## src/rtl/ps2_mouse_sequencer_if.sv

```systemverilog
// Byte-level handshake between the PS/2 mouse sequencer and the line transceiver.
// The sequencer is the master: it issues command bytes and consumes received bytes.
interface ps2_mouse_sequencer_if;
    logic       tx_start;
    logic [7:0] tx_byte;
    logic       tx_done;
    logic       tx_error;
    logic       rx_valid;
    logic [7:0] rx_byte;

    modport master (
        output tx_start, tx_byte,
        input  tx_done, tx_error, rx_valid, rx_byte
    );

    modport slave (
        input  tx_start, tx_byte,
        output tx_done, tx_error, rx_valid, rx_byte
    );
endinterface

```

## src/rtl/ps2_mouse_sequencer.sv

```systemverilog
// PS/2 mouse bring-up sequencer: reset / BAT / ID / enable-reporting handshake with
// retries and timeouts, then framing of 3-byte stream-mode movement packets.
module ps2_mouse_sequencer #(
    parameter int TIMEOUT_CYCLES = 25_000_000,
    parameter int MAX_RETRIES    = 3
) (
    input  logic                         qzt_clk,
    input  logic                         reset,
    input  logic                         trigger,
    ps2_mouse_sequencer_if.master        ps2,
    output logic [7:0]                   status_pck_1,
    output logic [7:0]                   xm_pck_2,
    output logic [7:0]                   ym_pck_3,
    output logic                         pkt_valid,
    output logic                         ready,
    output logic                         error,
    output logic [3:0]                   state_dbg
);

    typedef enum logic [3:0] {
        S_IDLE         = 4'd0,
        S_SEND_RST     = 4'd1,
        S_WAIT_ACK_RST = 4'd2,
        S_WAIT_BAT     = 4'd3,
        S_WAIT_ID      = 4'd4,
        S_SEND_EN      = 4'd5,
        S_WAIT_ACK_EN  = 4'd6,
        S_STREAM       = 4'd7,
        S_FAIL         = 4'd8
    } state_t;

    localparam logic [25:0] TMO_LAST = 26'(TIMEOUT_CYCLES - 1);
    localparam logic [25:0] TMO_MAX  = '1;

    state_t      state, state_nxt;
    logic        trig_q, trig_edge;
    logic [25:0] tmo_cnt;
    logic [7:0]  retry_cnt, retry_inc;
    logic        ack_seen;
    logic [1:0]  pkt_idx;
    logic [7:0]  pkt_b0, pkt_b1;
    logic        timed_out, attempt_failed, byte_accepted, done_accepted, pkt_drop;

    assign trig_edge = trigger & ~trig_q;
    assign timed_out = (tmo_cnt >= TMO_LAST);
    assign retry_inc = retry_cnt + 8'd1;

    assign ps2.tx_start = (state == S_SEND_RST) || (state == S_SEND_EN);
    assign ready        = (state == S_STREAM);
    assign error        = (state == S_FAIL);
    assign state_dbg    = state;

    always_comb begin
        // NOTE: every signal gets a default before the case so no path leaves it
        // unassigned, which would otherwise infer a latch.
        state_nxt      = state;
        attempt_failed = 1'b0;
        byte_accepted  = 1'b0;
        done_accepted  = 1'b0;
        pkt_drop       = 1'b0;

        unique case (state)
            S_IDLE, S_FAIL: begin
            end
            S_SEND_RST: state_nxt = S_WAIT_ACK_RST;
            S_SEND_EN:  state_nxt = S_WAIT_ACK_EN;
            S_WAIT_ACK_RST, S_WAIT_ACK_EN: begin
                // The ACK byte only counts once the transmitter has confirmed the command.
                if (ps2.tx_error) begin
                    attempt_failed = 1'b1;
                end else if (ps2.rx_valid) begin
                    if (ack_seen && ps2.rx_byte == 8'hFA) begin
                        byte_accepted = 1'b1;
                        state_nxt     = (state == S_WAIT_ACK_RST) ? S_WAIT_BAT : S_STREAM;
                    end else begin
                        attempt_failed = 1'b1;
                    end
                end else if (ps2.tx_done && !ack_seen) begin
                    done_accepted = 1'b1;
                end else if (timed_out) begin
                    attempt_failed = 1'b1;
                end
            end
            S_WAIT_BAT, S_WAIT_ID: begin
                if (ps2.tx_error) begin
                    attempt_failed = 1'b1;
                end else if (ps2.rx_valid) begin
                    if (ps2.rx_byte == ((state == S_WAIT_BAT) ? 8'hAA : 8'h00)) begin
                        byte_accepted = 1'b1;
                        state_nxt     = (state == S_WAIT_BAT) ? S_WAIT_ID : S_SEND_EN;
                    end else begin
                        attempt_failed = 1'b1;
                    end
                end else if (timed_out) begin
                    attempt_failed = 1'b1;
                end
            end
            S_STREAM: begin
                if (ps2.rx_valid)
                    byte_accepted = (pkt_idx != 2'd0) || ps2.rx_byte[3];
                else
                    pkt_drop = (pkt_idx != 2'd0) && timed_out;
            end
            default: state_nxt = S_IDLE;
        endcase

        if (attempt_failed)
            state_nxt = (32'(retry_inc) < 32'(MAX_RETRIES)) ? S_SEND_RST : S_FAIL;

        // A trigger edge overrides whatever the current state was doing this cycle.
        if (trig_edge) begin
            state_nxt      = S_SEND_RST;
            attempt_failed = 1'b0;
            byte_accepted  = 1'b0;
            done_accepted  = 1'b0;
            pkt_drop       = 1'b0;
        end
    end

    always_ff @(posedge qzt_clk) begin
        // NOTE: sequential state uses non-blocking assignments so every register
        // samples the pre-edge values regardless of statement order.
        // trig_q follows trigger through reset so a level held high cannot auto-start.
        trig_q <= trigger;
        if (reset) begin
            state        <= S_IDLE;
            tmo_cnt      <= '0;
            retry_cnt    <= '0;
            ack_seen     <= 1'b0;
            pkt_idx      <= '0;
            pkt_b0       <= '0;
            pkt_b1       <= '0;
            ps2.tx_byte  <= 8'h00;
            status_pck_1 <= 8'h00;
            xm_pck_2     <= 8'h00;
            ym_pck_3     <= 8'h00;
            pkt_valid    <= 1'b0;
        end else begin
            state     <= state_nxt;
            pkt_valid <= 1'b0;

            if (trig_edge)
                retry_cnt <= '0;
            else if (attempt_failed)
                retry_cnt <= retry_inc;

            if (state_nxt == S_SEND_RST)
                ps2.tx_byte <= 8'hFF;
            else if (state_nxt == S_SEND_EN)
                ps2.tx_byte <= 8'hF4;

            if (state_nxt != state || byte_accepted || done_accepted || pkt_drop)
                tmo_cnt <= '0;
            else if (tmo_cnt != TMO_MAX)
                tmo_cnt <= tmo_cnt + 26'd1;

            if (state_nxt != state)
                ack_seen <= 1'b0;
            else if (done_accepted)
                ack_seen <= 1'b1;

            // Stream framing: bytes are staged until the third one publishes the packet.
            if (state != S_STREAM || trig_edge) begin
                pkt_idx <= 2'd0;
            end else if (byte_accepted) begin
                unique case (pkt_idx)
                    2'd0: begin
                        pkt_b0  <= ps2.rx_byte;
                        pkt_idx <= 2'd1;
                    end
                    2'd1: begin
                        pkt_b1  <= ps2.rx_byte;
                        pkt_idx <= 2'd2;
                    end
                    default: begin
                        status_pck_1 <= pkt_b0;
                        xm_pck_2     <= pkt_b1;
                        ym_pck_3     <= ps2.rx_byte;
                        pkt_valid    <= 1'b1;
                        pkt_idx      <= 2'd0;
                    end
                endcase
            end else if (pkt_drop) begin
                pkt_idx <= 2'd0;
            end
        end
    end

endmodule

```

## src/flat_wrapper.sv

```systemverilog
// flat-port wrapper written by rule: the top's interface ports become plain ports
module ps2_mouse_sequencer_flat 
#(
    parameter int TIMEOUT_CYCLES = 25_000_000,
    parameter int MAX_RETRIES    = 3
)
  (qzt_clk, reset, trigger, status_pck_1, xm_pck_2, ym_pck_3, pkt_valid, ready, error, state_dbg, ps2_tx_start, ps2_tx_byte, ps2_tx_done, ps2_tx_error, ps2_rx_valid, ps2_rx_byte);
  ps2_mouse_sequencer_if ps2_i ();
  input  logic qzt_clk;
  input  logic reset;
  input  logic trigger;
  output logic [7:0] status_pck_1;
  output logic [7:0] xm_pck_2;
  output logic [7:0] ym_pck_3;
  output logic pkt_valid;
  output logic ready;
  output logic error;
  output logic [3:0] state_dbg;
  output wire logic [$bits(ps2_i.tx_start)-1:0] ps2_tx_start;
  output wire logic [$bits(ps2_i.tx_byte)-1:0] ps2_tx_byte;
  input wire logic [$bits(ps2_i.tx_done)-1:0] ps2_tx_done;
  input wire logic [$bits(ps2_i.tx_error)-1:0] ps2_tx_error;
  input wire logic [$bits(ps2_i.rx_valid)-1:0] ps2_rx_valid;
  input wire logic [$bits(ps2_i.rx_byte)-1:0] ps2_rx_byte;
  assign ps2_tx_start = ps2_i.tx_start;
  assign ps2_tx_byte = ps2_i.tx_byte;
  assign ps2_i.tx_done = ps2_tx_done;
  assign ps2_i.tx_error = ps2_tx_error;
  assign ps2_i.rx_valid = ps2_rx_valid;
  assign ps2_i.rx_byte = ps2_rx_byte;
  ps2_mouse_sequencer #(.TIMEOUT_CYCLES(TIMEOUT_CYCLES), .MAX_RETRIES(MAX_RETRIES)) u_core (.qzt_clk(qzt_clk), .reset(reset), .trigger(trigger), .ps2(ps2_i), .status_pck_1(status_pck_1), .xm_pck_2(xm_pck_2), .ym_pck_3(ym_pck_3), .pkt_valid(pkt_valid), .ready(ready), .error(error), .state_dbg(state_dbg));
endmodule
```

## config.mk

```make
export PLATFORM = sky130hd
export DESIGN_NAME = ps2_mouse_sequencer_flat
export DESIGN_NICKNAME = d
export VERILOG_FILES = /design/src/rtl/ps2_mouse_sequencer_if.sv /design/src/rtl/ps2_mouse_sequencer.sv /design/src/flat_wrapper.sv
export SDC_FILE = /design/constraint.sdc
export NUM_CORES = 1
export LEC_CHECK = 0
export ABC_AREA = 1
export BUFFER_PORTS_ARGS = -buffer_cell sky130_fd_sc_hd__buf_2
export CORE_ASPECT_RATIO = 0.5
export CORE_UTILIZATION = 58
export DETAILED_ROUTE_END_ITERATION = 10
export PLACE_DENSITY_LB_ADDON = 0.2
export SYNTH_ARGS = -nofsm -noshare
export SYNTH_HDL_FRONTEND = slang
export SYNTH_SLANG_ARGS = --single-unit
```

## constraint.sdc

```tcl
create_clock -name qzt_clk -period 2.8 [get_ports qzt_clk]
set_input_delay 0.7 -clock qzt_clk [delete_from_list [all_inputs] [get_ports qzt_clk]]
set_output_delay 0.7 -clock qzt_clk [all_outputs]
set_load 0.01 [all_outputs]
```

* After elaboration in Yosys (flattened, before gate mapping)
Cells that the tools add are included.
** Storage, ports and cells
- Register bits :: 91
- Bits in latches :: 0
- Memory bits (writable) :: 0
- Memory bits (read-only) :: 0
- Memories :: 0
** Operators by class
- Add/sub/neg operators :: 2
- Multiply operators :: 0
- Divide/modulo/power cells :: 0
- Magnitude comparators :: 2
- Equality and inequality tests :: 16
- Shifts and indexed selects :: 0
- Multiplexer cells :: 46
- Bitwise operators :: 5
- Reductions and logical operators :: 27
** Operators by type and width (number)
- 2-to-1 mux 4 bit :: 9
- 2-to-1 mux 1 bit :: 27
- adder 26 x 1 -> 26 bit (second input constant) :: 1
- >= comparator 26 x 25 -> 1 bit (second input constant) :: 1
- != test 26 bit (second input constant) :: 1
- 2-to-1 mux 8 bit :: 3
- equality test 4 x 3 -> 1 bit (second input constant) :: 5
- one-hot mux 4 bit (5 select lines) :: 1
- OR reduction 2 bit :: 7
- AND reduction 3 bit :: 3
- adder 8 x 1 -> 8 bit (second input constant) :: 1
- equality test 4 x 1 -> 1 bit (second input constant) :: 2
- equality test 4 x 2 -> 1 bit (second input constant) :: 2
- equality test 8 bit :: 1
- equality test 8 bit (second input constant) :: 1
- less-than comparator 8 x 2 -> 1 bit (second input constant) :: 1
- logical OR 1 bit :: 6
- nonzero test 2 bit :: 3
- OR reduction 3 bit :: 2
- equality test 4 bit (second input constant) :: 1
- zero test 4 bit :: 1
- 2-to-1 mux 2 bit :: 2
- != test 4 x 3 -> 1 bit (second input constant) :: 1
- != test 4 bit :: 1
- other kinds (10) :: 15

* Depth between registers and ports, before layout
- Depth after elaboration :: 14
- Gate-level depth with buffers :: 19

* Least setup slack after synthesis
OpenSTA, ideal clock, no wires.
- Path kind :: input to register
- From :: in ps2_rx_byte[3]
- To :: reg u_core.tmo_cnt[17]
- Library setup time :: 0.062 ns
- Data arrival time :: 2.184 ns
- Data required time :: 2.738 ns
- Path slack :: 0.554 ns
- Stages on the path :: 17
- Buffers on the path :: 1
- Cell sequence :: inv_1 -> nand2_1 -> nor2_1 -> nand2_1 -> nand2_1 -> nand3_1 -> nor2_1 -> nor2_1 -> nand2_1 -> nand2_2 -> nand2_4 -> nand3_2 -> xor2_1 -> nor2_4 -> nand3_4 -> buf_8 -> nor2_2
** Between the ends
- Word-level cells in the longest chain between the ends :: 13
** Ends and longest elaborated chain
- from (decl) :: line flat_wrapper.sv:24 : input wire logic [$bits(ps2_i.rx_byte)-1:0] ps2_rx_byte;
- equality test 8 bit :: line ps2_mouse_sequencer.sv:72 : if (ack_seen && ps2.rx_byte == 8'hFA) begin
- logical AND 1 bit :: line ps2_mouse_sequencer.sv:72
- 2-to-1 mux 4 bit / 2-to-1 mux 1 bit (equally long branches) :: line ps2_mouse_sequencer.sv:72
- 2-to-1 mux 4 bit / 2-to-1 mux 1 bit (equally long branches) :: line ps2_mouse_sequencer.sv:71 : end else if (ps2.rx_valid) begin
- 2-to-1 mux 4 bit / 2-to-1 mux 1 bit (equally long branches) :: line ps2_mouse_sequencer.sv:69 : if (ps2.tx_error) begin
- one-hot mux 4 bit (5 select lines) / one-hot mux 1 bit (2 select lines) (equally long branches) :: line ps2_mouse_sequencer.sv:62 : unique case (state)
- 2-to-1 mux 4 bit :: line ps2_mouse_sequencer.sv:107 : if (attempt_failed)
- 2-to-1 mux 4 bit :: line ps2_mouse_sequencer.sv:111 : if (trig_edge) begin
- != test 4 bit :: line ps2_mouse_sequencer.sv:152 : if (state_nxt != state || byte_accepted || done_accepted || pkt_drop)
- logical OR 1 bit * (3 in a row) :: line ps2_mouse_sequencer.sv:152
- OR reduction 2 bit (no line) *
- to (signal assigned) :: line ps2_mouse_sequencer.sv:155 : tmo_cnt <= tmo_cnt + 26'd1;
- to (decl) :: line ps2_mouse_sequencer.sv:37 : logic [25:0] tmo_cnt;
Every way passes the cells marked *; elsewhere a longest branch is shown, timed or not.
A chain may end at the register's enable or synchronous reset.

* Final worst setup path
- From :: reg u_core.tmo_cnt[0]
- To :: reg u_core.tmo_cnt[17]
** Between the ends
- Word-level cells in the longest chain between the ends :: 13
** Ends and longest elaborated chain
- >= comparator 26 x 25 -> 1 bit :: line ps2_mouse_sequencer.sv:45 : assign timed_out = (tmo_cnt >= TMO_LAST);
- 2-to-1 mux 1 bit :: line ps2_mouse_sequencer.sv:80, ps2_mouse_sequencer.sv:94
- 2-to-1 mux 1 bit :: line ps2_mouse_sequencer.sv:78 : end else if (ps2.tx_done && !ack_seen) begin
- 2-to-1 mux 1 bit :: line ps2_mouse_sequencer.sv:71
- 2-to-1 mux 1 bit :: line ps2_mouse_sequencer.sv:69
- one-hot mux 1 bit (2 select lines) :: line ps2_mouse_sequencer.sv:62
- 2-to-1 mux 4 bit :: line ps2_mouse_sequencer.sv:107
- 2-to-1 mux 4 bit :: line ps2_mouse_sequencer.sv:111
- != test 4 bit :: line ps2_mouse_sequencer.sv:152
- logical OR 1 bit (3 in a row) :: line ps2_mouse_sequencer.sv:152
- OR reduction 2 bit (no line)
Several ways; a longest one is shown, not always the timed one.

==> results.yml <==
synth:
  synth_edf_count: 0
  synth_ff_type: "dfxtp_1"
  yosysTopAreaCell: "dfxtp_1"
  yosysTopAreaCellShare_pct: 40.8
  syn_area_per_cell_um2: 7.19
  synth-async-reset-ratio_pct: 0
  ys_warn_count: 0
  synth.distinct_cells: 39
  ys_seq_area_share_pct: 40.8
  synth_area_mm2: 0.00417
  ys_ff_latch: 85
  synthCells: 580
  syn_nets: 597
  netlist_top_cells_area: "dfxtp_1, nand2_1, nor2_1"
worst_setup_path:
  cp_cell_sequence: "ha_1, inv_1, nor3_1, nand4_1, nor3_1, nand4_1, nor2_1, nand3_2, nand2_1, nor2_1, nand2_1, nand2_1, nand2_1, nor2_2"
  worst-path-stages: 14
  critPathSlowestCell: "dfxtp_1"
  cpMostUsedCell: "nand2_1"
  critPathMaxStageDelay_ns: 0.36
  r2r_slack_ns: 0.33
  critPathKind: "flop to flop"
  cp.required_ns: 3.04
  crit_family: "simple AND/OR/NAND/NOR gates"
  r2r_cells: 14
  start_kind: "flop"
  worstPathMaxFanout: 5
  r2r-end: "u_core.tmo_cnt[17]$_SDFFE_PP0P_"
  cp-end-kind: "flop"
  critPathBufInv: 1
  r2r_start: "u_core.tmo_cnt[0]$_SDFFE_PP0P_"
  cp.arrival_ns: 2.71
grt:
  grt.overflow.total: 0
  grt_pass1_wl_mm: 14.9
  antenna_found_initial: 0
  first_global_vias: 3369
  grtUsageTotal_pct: 25.8
  grt_max_degree: 45
detailed_routing:
  vias_per_cell: 5.15
  antenna_left: 0
  wl_mm: 9.05
  num_vias: 3772
  wire_per_inst_um: 12.4
  drtPass1Iterations: 4
  route.detailed.drc: 0
  drt_iter0_drc: 172
floorplanning:
  core_area_mm2: 0.00681
  design.die.area_mm2: 0.00756
  fp.dieW_um: 122
  die_h_um: 62.0
  start_util_pct: 61.3
  pin_count: 54
  rows: 21
timing:
  relSlewSlack_pct: 71.8
  fin_crit_sh_pct: 88.1
  setup_violations: 0
  rsz0062_at_grt: "false"
  hold_viol: 0
  setup_tns_ns: 0
  timing.fmax_mhz: 406
  holdWs_ns: 0.456
  slew_viol_final: 0
  tightest_slew_ns: 0.423
  fin_skew_ns: 0.00625
  min_period_ns: 2.47
final_layout:
  nets: 652
  final_cell_mix: "nand2_1, dfxtp_1, nor2_1"
  final_common_cell: "nand2_1"
  antenna_cells: 0
  drive_gt1_share_pct: 18.9
  area_delta_synth_final_pct: 16.7
clock_network:
  clk_pin_slew_ns: 0.06
  cts.sinks: 85
  cts_tree: "built"
  clk_latency_ns: 0.34
  cts_root_buf: "clkbuf_16"
  cts_setup_buffers: 0
  ctsHtreeMaxLevel: 3
  numCtsBuffers: 9
  cts_buffer_depth: 2
min_path:
  holdPathEnd: "u_core.pkt_b1[3]$_SDFFE_PP0P_"
  worstHoldStart: "u_core.pkt_b1[3]$_SDFFE_PP0P_"
  min_delay_path_depth: 2
  min_path_type: "flop to flop"
power_and_ir_drop:
  power_per_cell_area_mw_per_mm2: 546
  p_leak_nw: 2.11
  peakVddDrop_uv: 316
run:
  maxCapViolations: 0
place:
  hpwl_mm: 6.64
  port-buffer-count: 53
  gp_congestion: 0.942
outcome:
  status: "completed"
-- per-stage QoR --
step	cells	total power, mW	worst slack, ns	instance area [um^2]	util (%)
after global placement	716	1.48	0.304	4560	67.0
after detailed placement	716	1.48	0.212	4560	67.0
after floorplan	580	1.42	0.554	4170	-
final	732	2.66	0.334	4870	71.6
after CTS	732	2.68	0.263	4870	71.5
after global routing	732	2.76	0.0530	4870	71.6
-- layer usage --
| layer | GRT usage, % | up-vias | routed length (um) |
|---|---|---|---|
| li1 | - | 1972 | - |
| met1 | 30.2 | 1715 | 4180 |
| met2 | 46.2 | 72 | 4340 |
| met3 | 7.66 | 13 | 406 |
| met4 | 9.35 | 0 | 115 |
| met5 | 0 | - | 0 |
-- final cells by class --
| cell class | instances | area (um^2) |
|---|---|---|
| tap | 92 | 115 |
| clock inverter | 6 | 68.8 |
| sequential | 85 | 1700 |
| fill | 598 | 1930 |
| timing repair buffer | 64 | 385 |
| clock buffer | 10 | 239 |
| multi-input combinational | 396 | 2060 |
| inverter | 79 | 297 |
-- state kept, by name, summed over array words and instances, names as in the netlist --
register,count
u_core.trig_q,1
u_core.pkt_b0,8
u_core.pkt_idx,2
u_core.retry_cnt,8
u_core.tmo_cnt,26
u_core.ym_pck_3,8
u_core.pkt_valid,1
u_core.status_pck_1,8
u_core.ack_seen,1
u_core.state_dbg,4
u_core.xm_pck_2,8
u_core.ps2.tx_byte,2
u_core.pkt_b1,8
-- logic make-up (layout without fill, tap and decap cells) --
family / count (synthesis) / in the layout / synth area share, %
AO/OA/AOI/OAI: 102 / 102 / 12.4
multiplexers: 1 / 1 / 0.270
AND/OR/NAND/NOR: 265 / 265 / 30.4
XOR/XNOR: 25 / 25 / 5.25
adder cells (fa/ha/maj): 3 / 3 / 0.900
flip-flops: 85 / 85 / 40.8
buffers and inverters: 99 / 159 / 10.0
-- power breakdown --
part | total [mW] | internal, mW | switching (mW)
sequential | 1.24 | 1.22 | 0.0136
clock | 1.21 | 0.721 | 0.485
combinational | 0.216 | 0.0787 | 0.138
total | 2.66 | 2.02 | 0.636
-- synth_stat cells, drive strengths merged, types with 3 or more instances --
library cell	instances
a21oi	52
buf	11
clkbuf	9
clkinv	4
dfxtp	85
ha	3
inv	75
nand2	95
nand3	24
nand4	15
nor2	102
nor3	19
nor4	5
o21ai	48
xnor2	7
xor2	18
-- worst register-to-register path, delay by kind of cell, from the launching register on --
kind          cells  cell delay [ns]
fa+ha+maj         1             0.24
flops             1             0.36
buf+inv           1             0.07
simple gates     12             1.68
-- worst max-delay path by stage --
stage | startpoint | end
floorplan | ps2_rx_byte[3] | u_core.tmo_cnt[17]$_SDFFE_PP0P_
global placement | ps2_rx_byte[1] | u_core.tmo_cnt[4]$_SDFFE_PP0P_
detailed placement | ps2_rx_byte[3] | u_core.tmo_cnt[2]$_SDFFE_PP0P_
CTS | u_core.tmo_cnt[0]$_SDFFE_PP0P_ | u_core.tmo_cnt[17]$_SDFFE_PP0P_
global route | u_core.tmo_cnt[0]$_SDFFE_PP0P_ | u_core.tmo_cnt[11]$_SDFFE_PP0P_
finish | u_core.tmo_cnt[0]$_SDFFE_PP0P_ | u_core.tmo_cnt[17]$_SDFFE_PP0P_
-- repair_timing --
item                       in CTS  in global routing
setup endpoints to repair       0                  3
hold buffers                    0                  0
gates resized for setup         0                  1
Note: power is estimated with default switching activity, not from simulation.
